$ cat config.mk
export PLATFORM = sky130hd
export DESIGN_NAME = mem_arbiter
export DESIGN_NICKNAME = d
export VERILOG_FILES = /design/src/rtl/mem_arbiter.sv
export SDC_FILE = /design/constraint.sdc
export NUM_CORES = 1
export LEC_CHECK = 0
export BUFFER_PORTS_ARGS = -buffer_cell sky130_fd_sc_hd__buf_4
export CORE_MARGIN = 2
export CORE_UTILIZATION = 47
export DETAILED_ROUTE_END_ITERATION = 10
export PLACE_DENSITY = 0.8
export SYNTH_ARGS = -nofsm -noshare
export SYNTH_HDL_FRONTEND = slang
export SYNTH_SLANG_ARGS = --single-unit
$ cat constraint.sdc
create_clock -name clk -period 2.3 [get_ports clk]
set_input_delay 0.23 -clock clk [delete_from_list [all_inputs] [get_ports clk]]
set_output_delay 0.23 -clock clk [all_outputs]
set_load 0.005 [all_outputs]
$ cat src/rtl/mem_arbiter.sv
// Arbiter sharing one unified memory between instruction fetch (IF) and data memory (DM) ports.
// DM wins ties until its streak limit is reached; each access runs WAIT_CYCLES+1 ACCESS cycles.
module mem_arbiter #(
   parameter int unsigned DATA_W        = 32,
   parameter int unsigned WAIT_CYCLES   = 1,
   parameter int unsigned MAX_DM_STREAK = 4
) (
   input  logic              clk,
   input  logic              rst,
   input  logic              if_req,
   input  logic [DATA_W-1:0] if_addr,
   output logic              if_ready,
   output logic [DATA_W-1:0] if_rdata,
   input  logic              dm_req,
   input  logic              dm_we,
   input  logic [DATA_W-1:0] dm_addr,
   input  logic [DATA_W-1:0] dm_wdata,
   output logic              dm_ready,
   output logic [DATA_W-1:0] dm_rdata,
   output logic [DATA_W-1:0] m_addr,
   output logic [DATA_W-1:0] m_wdata,
   output logic              m_read,
   output logic              m_write,
   input  logic [DATA_W-1:0] m_rdata,
   output logic              busy
);

   localparam logic [3:0] WaitInit  = 4'(WAIT_CYCLES);
   localparam logic [3:0] MaxStreak = 4'(MAX_DM_STREAK);

   typedef enum logic [1:0] {StIdle, StAccess, StResp} state_e;

   state_e            state_q, state_d;
   logic [3:0]        wait_q, wait_d;
   logic [3:0]        streak_q, streak_d;
   logic              grant_if_q, grant_if_d;
   logic              grant_dm_q, grant_dm_d;
   logic              we_q, we_d;
   logic [DATA_W-1:0] addr_q, addr_d;
   logic [DATA_W-1:0] wdata_q, wdata_d;
   logic [DATA_W-1:0] if_rdata_q, if_rdata_d;
   logic [DATA_W-1:0] dm_rdata_q, dm_rdata_d;
   logic              pick_dm;

   // IF only overrides a pending DM request once DM has used up its streak.
   assign pick_dm = dm_req && !(if_req && (streak_q == MaxStreak));

   always_comb begin
      state_d    = state_q;
      wait_d     = wait_q;
      streak_d   = streak_q;
      grant_if_d = grant_if_q;
      grant_dm_d = grant_dm_q;
      we_d       = we_q;
      addr_d     = addr_q;
      wdata_d    = wdata_q;
      if_rdata_d = if_rdata_q;
      dm_rdata_d = dm_rdata_q;
      unique case (state_q)
         StIdle: begin
            if (if_req || dm_req) begin
               grant_dm_d = pick_dm;
               grant_if_d = !pick_dm;
               wait_d     = WaitInit;
               state_d    = StAccess;
               if (pick_dm) begin
                  we_d    = dm_we;
                  addr_d  = dm_addr;
                  wdata_d = dm_wdata;
                  if (!if_req) begin
                     streak_d = '0;
                  end else if (streak_q != MaxStreak) begin
                     streak_d = streak_q + 4'd1;
                  end
               end else begin
                  we_d     = 1'b0;
                  addr_d   = if_addr;
                  wdata_d  = '0;
                  streak_d = '0;
               end
            end
         end
         StAccess: begin
            if (wait_q != '0) begin
               wait_d = wait_q - 4'd1;
            end else begin
               state_d = StResp;
               if (grant_dm_q) begin
                  dm_rdata_d = we_q ? '0 : m_rdata;
               end else begin
                  if_rdata_d = m_rdata;
               end
            end
         end
         StResp: state_d = StIdle;
         default: state_d = StIdle;
      endcase
   end

   always_ff @(posedge clk) begin
      if (rst) begin
         state_q    <= StIdle;
         wait_q     <= '0;
         streak_q   <= '0;
         grant_if_q <= 1'b0;
         grant_dm_q <= 1'b0;
         we_q       <= 1'b0;
         addr_q     <= '0;
         wdata_q    <= '0;
         if_rdata_q <= '0;
         dm_rdata_q <= '0;
      end else begin
         state_q    <= state_d;
         wait_q     <= wait_d;
         streak_q   <= streak_d;
         grant_if_q <= grant_if_d;
         grant_dm_q <= grant_dm_d;
         we_q       <= we_d;
         addr_q     <= addr_d;
         wdata_q    <= wdata_d;
         if_rdata_q <= if_rdata_d;
         dm_rdata_q <= dm_rdata_d;
      end
   end

   // Misaligned requests are silently word-aligned.
   assign m_addr   = {addr_q[DATA_W-1:2], 2'b00};
   assign m_wdata  = wdata_q;
   assign m_read   = (state_q == StAccess) && !we_q;
   assign m_write  = (state_q == StAccess) && we_q && (wait_q == '0);
   assign if_ready = (state_q == StResp) && grant_if_q;
   assign dm_ready = (state_q == StResp) && grant_dm_q;
   assign if_rdata = if_rdata_q;
   assign dm_rdata = dm_rdata_q;
   assign busy     = (state_q != StIdle);

endmodule

==> impl_metrics.sql <==
INSERT INTO impl_metrics (metric_group, metric, value, unit) VALUES
('worst_setup_path', 'timing.critical_path.slowest_stage_cell', 'sky130_fd_sc_hd__dfxtp_1', ''),
('power', 'power-per-cell-area', '806', 'nW/um^2'),
('floorplanning', 'num_rows', '40', ''),
('synth', 'ys_warn_count', '0', ''),
('sta', 'postLayoutSetupSlackWorst', '162', 'ps'),
('worst_setup_path', 'worstPathRequired', '2070', 'ps'),
('hold_path', 'min-delay-path-class', 'in2reg', ''),
('place', 'hpwlAfterDp', '12200', 'um'),
('synth', 'ys_dominant_reg_cell', 'sky130_fd_sc_hd__dfxtp_1', ''),
('floorplanning', 'starting_utilization_of_the_core_area', '48.3', '%'),
('power', 'p_clk_share', '38.8', '%'),
('sta', 'finalSetupViolations', '0', ''),
('run_status', 'result_of_the_run', 'finished clean', ''),
('worst_setup_path', 'critical_path_class', 'reg2out', ''),
('detailed_routing', 'post-route-drc-count', '0', ''),
('power', 'power.internal', '4.92', 'mW'),
('floorplanning', 'floorplan.die_area', '13300', 'sq um'),
('floorplanning', 'chipHeight', '115', 'um'),
('worst_setup_path', 'worstPathCellList', 'nand2b_2 > buf_12 > nor2_1 > buf_4', ''),
('detailed_routing', 'viasPerCell', '5.92', ''),
('detailed_routing', 'drt_iter0_drc', '651', ''),
('synth', 'synth_xor_xnor_area_share', '0', '%'),
('global_routing', 'grt_remaining_overflow', '0', ''),
('cts', 'worstSkewPairLatency', '410', 'ps'),
('worst_setup_path', 'arrival', '1910', 'ps'),
('place', 'placement.io_buffers', '259', ''),
('detailed_routing', 'wl', '18600', 'um'),
('final_layout', 'most_common_cell_after_layout_fill_and_taps_aside', 'sky130_fd_sc_hd__buf_4', ''),
('synth', 'post_synth_mux_area_share', '0.172', '%'),
('cts', 'postCtsHoldBufs', '0', ''),
('worst_setup_path', 'critical_path.reg2reg.startpoint', 'wait_q[0]$_SDFFE_PP0P_', ''),
('sta', 'rsz0062_at_grt', 'no', ''),
('final_layout', 'multiInputGateArea', '2700', 'sq um'),
('floorplanning', 'floorplan.core_area', '12100', 'sq um'),
('final_layout', 'fillers', '934', ''),
('cts', 'clock_tree.root_cell', 'sky130_fd_sc_hd__clkbuf_16', ''),
('synth', 'synth_top_area_cell', 'sky130_fd_sc_hd__dfxtp_1', ''),
('worst_setup_path', 'timing.critical_path.fanout_max', '62', ''),
('global_routing', 'first_global_vias', '5783', ''),
('place', 'finalWeightedCongestion', '0.826', ''),
('worst_setup_path', 'cpPeakStageDelay', '560', 'ps'),
('sta', 'worstMarginPinSlew', '729', 'ps'),
('cts', 'cts-resized-gates', '0', ''),
('worst_setup_path', 'start_kind', 'flip-flop', ''),
('worst_setup_path', 'critical_path.endpoint_type', 'output pin', ''),
('floorplanning', 'die_width', '115', 'um'),
('power', 'seq_power_share', '40.1', '%'),
('synth', 'synth_top_family_by_area', 'compound AO/OA/AOI/OAI gates', ''),
('synth', 'synth-edff-count', '0', ''),
('place', 'detailedPlace.worstSlack', '405', 'ps'),
('cts', 'cts-buffers-inserted', '17', ''),
('cts', 'cts.clk_slew.worst_paths', '60', 'ps'),
('synth', 'synth-seq-cells', '139', ''),
('synth', 'synthAdderAreaFrac', '0.859', '%'),
('worst_setup_path', 'r2r_setup_slack', '360', 'ps'),
('power', 'max-vdd-ir-drop', '0.483', 'mV'),
('synth', 'synth.top_cells.by_area', 'sky130_fd_sc_hd__dfxtp_1 (48%), sky130_fd_sc_hd__o31ai_1 (8.2%), sky130_fd_sc_hd__nand4_1 (7.7%), sky130_fd_sc_hd__a21oi_1 (5.8%), sky130_fd_sc_hd__a22o_1 (5.0%)', ''),
('final_layout', 'layout-drive-gt1-share', '37.8', '%'),
('synth', 'mean_instance_size_in_the_synthesized_netlist', '9.58', 'sq um'),
('worst_setup_path', 'timing.rr.end', 'if_rdata[15]$_SDFFE_PP0P_', ''),
('final_layout', 'antenna_diode_count', '0', ''),
('synth', 'post_synthesis_cell_count', '608', ''),
('power', 'fraction_of_power_spent_switching_nets', '27.8', '%'),
('global_routing', 'first_pass_grt_wire_length', '28700', 'um'),
('global_routing', 'grt_max_degree', '70', ''),
('power', 'p_leak', '3.65', 'nW'),
('synth', 'post_synth_cell_types', '47', ''),
('sta', 'finalHoldViolations', '0', ''),
('global_routing', 'initial_antenna_violation_count', '0', ''),
('run', 'drv_cap', '0', ''),
('power', 'p_comb_share', '21.1', '%');
[flip-flops by register name (all words and copies together), names as in the netlist]
name,flops
grant_dm_q,1
dm_rdata,32
addr_q,30
wait_q,4
streak_q,4
grant_if_q,1
if_rdata,32
state_q,2
we_q,1
m_wdata,32
[metal layers]
layer	global-route usage, %	part of all wire (%)	vias up
met5	0	0	-
met4	10.9	2.0	0
met3	5.54	5.6	35
met2	47.2	52	258
met1	32.6	40	2860
li1	-	-	2794
[worst max-delay path: cells and delay by family (launching register included)]
kind	cells	cell delay (ps)
buf+inv	2	470
flops	1	560
simple gates	2	430
[cell usage after synthesis (2+ instances only)]
master	number
sky130_fd_sc_hd__dfxtp_1	139
sky130_fd_sc_hd__nand4_1	72
sky130_fd_sc_hd__a21oi_1	67
sky130_fd_sc_hd__or3_1	2
sky130_fd_sc_hd__nor3_1	2
sky130_fd_sc_hd__o31ai_1	64
sky130_fd_sc_hd__a31oi_1	8
sky130_fd_sc_hd__or4_1	2
sky130_fd_sc_hd__and3_1	24
sky130_fd_sc_hd__nor2_1	2
sky130_fd_sc_hd__buf_4	2
sky130_fd_sc_hd__o221ai_1	2
sky130_fd_sc_hd__nand3_1	2
sky130_fd_sc_hd__a22o_1	33
sky130_fd_sc_hd__o2111ai_1	7
sky130_fd_sc_hd__o21ai_1	9
sky130_fd_sc_hd__a221o_1	23
sky130_fd_sc_hd__buf_6	2
sky130_fd_sc_hd__nand2b_1	2
sky130_fd_sc_hd__buf_2	16
sky130_fd_sc_hd__a21o_1	3
sky130_fd_sc_hd__inv_1	9
sky130_fd_sc_hd__ha_1	4
sky130_fd_sc_hd__clkbuf_1	48
sky130_fd_sc_hd__buf_1	10
sky130_fd_sc_hd__nor2b_1	33
[power groups by stage]
stage | combinational [mW] | sequential [mW] | clock (mW)
2_1_floorplan | 0.725 | 2.76 | 0
3_3_place_gp | 1.34 | 2.77 | 0
3_5_place_dp | 1.37 | 2.78 | 0
4_1_cts | 1.39 | 2.73 | 2.67
5_1_grt | 1.54 | 2.75 | 2.77
6_report | 1.44 | 2.73 | 2.64
[how the worst min path moves through the flow]
stage               cells after the start                        to                    start
finish                                  2   m_wdata[0]$_SDFFE_PP0P_              dm_wdata[0]
floorplan                               1  m_wdata[11]$_SDFFE_PP0P_             dm_wdata[11]
global placement                        1   grant_if_q$_SDFFE_PP0P_  grant_if_q$_SDFFE_PP0P_
detailed placement                      1   grant_if_q$_SDFFE_PP0P_  grant_if_q$_SDFFE_PP0P_
CTS                                     2  m_wdata[15]$_SDFFE_PP0P_             dm_wdata[15]
global route                            2   m_wdata[0]$_SDFFE_PP0P_              dm_wdata[0]
[cell type report]
class	instances	area share, %
Inverter	10	0.445
Timing Repair Buffer	275	25.4
Multi-Input combinational cell	382	31.9
Tap cell	168	2.49
Clock buffer	23	5.66
Clock inverter	8	1.10
Sequential cell	139	33.0
[stage by stage]
stage                     util [%]  hold WS, ps  instances  power, mW  area, sq um
after floorplan                  -          363        609       3.48         5830
after global placement        65.0          433        972       4.11         7840
after detailed placement      65.0          432        972       4.15         7840
after CTS                     69.7         15.7       1003       6.78         8410
after global routing          70.0         15.4       1005       7.07         8440
final                         70.0         31.0       1005       6.81         8440
[what timing repair did]
item / 4_1_cts / 5_1_grt
buffers inserted: 0 / 1
endpoints found under the hold margin: 0 / 0
endpoints found under the setup margin: 0 / 1
[cell families after synthesis]
| kind of cell | count (synthesis) |
|---|---|
| fa+ha+maj | 4 |
| buf+inv | 88 |
| simple gates | 153 |
| other cells | 1 |
| compound gates | 222 |
| mux | 1 |
| flops | 139 |
Note: power is estimated with default switching activity, not from simulation.
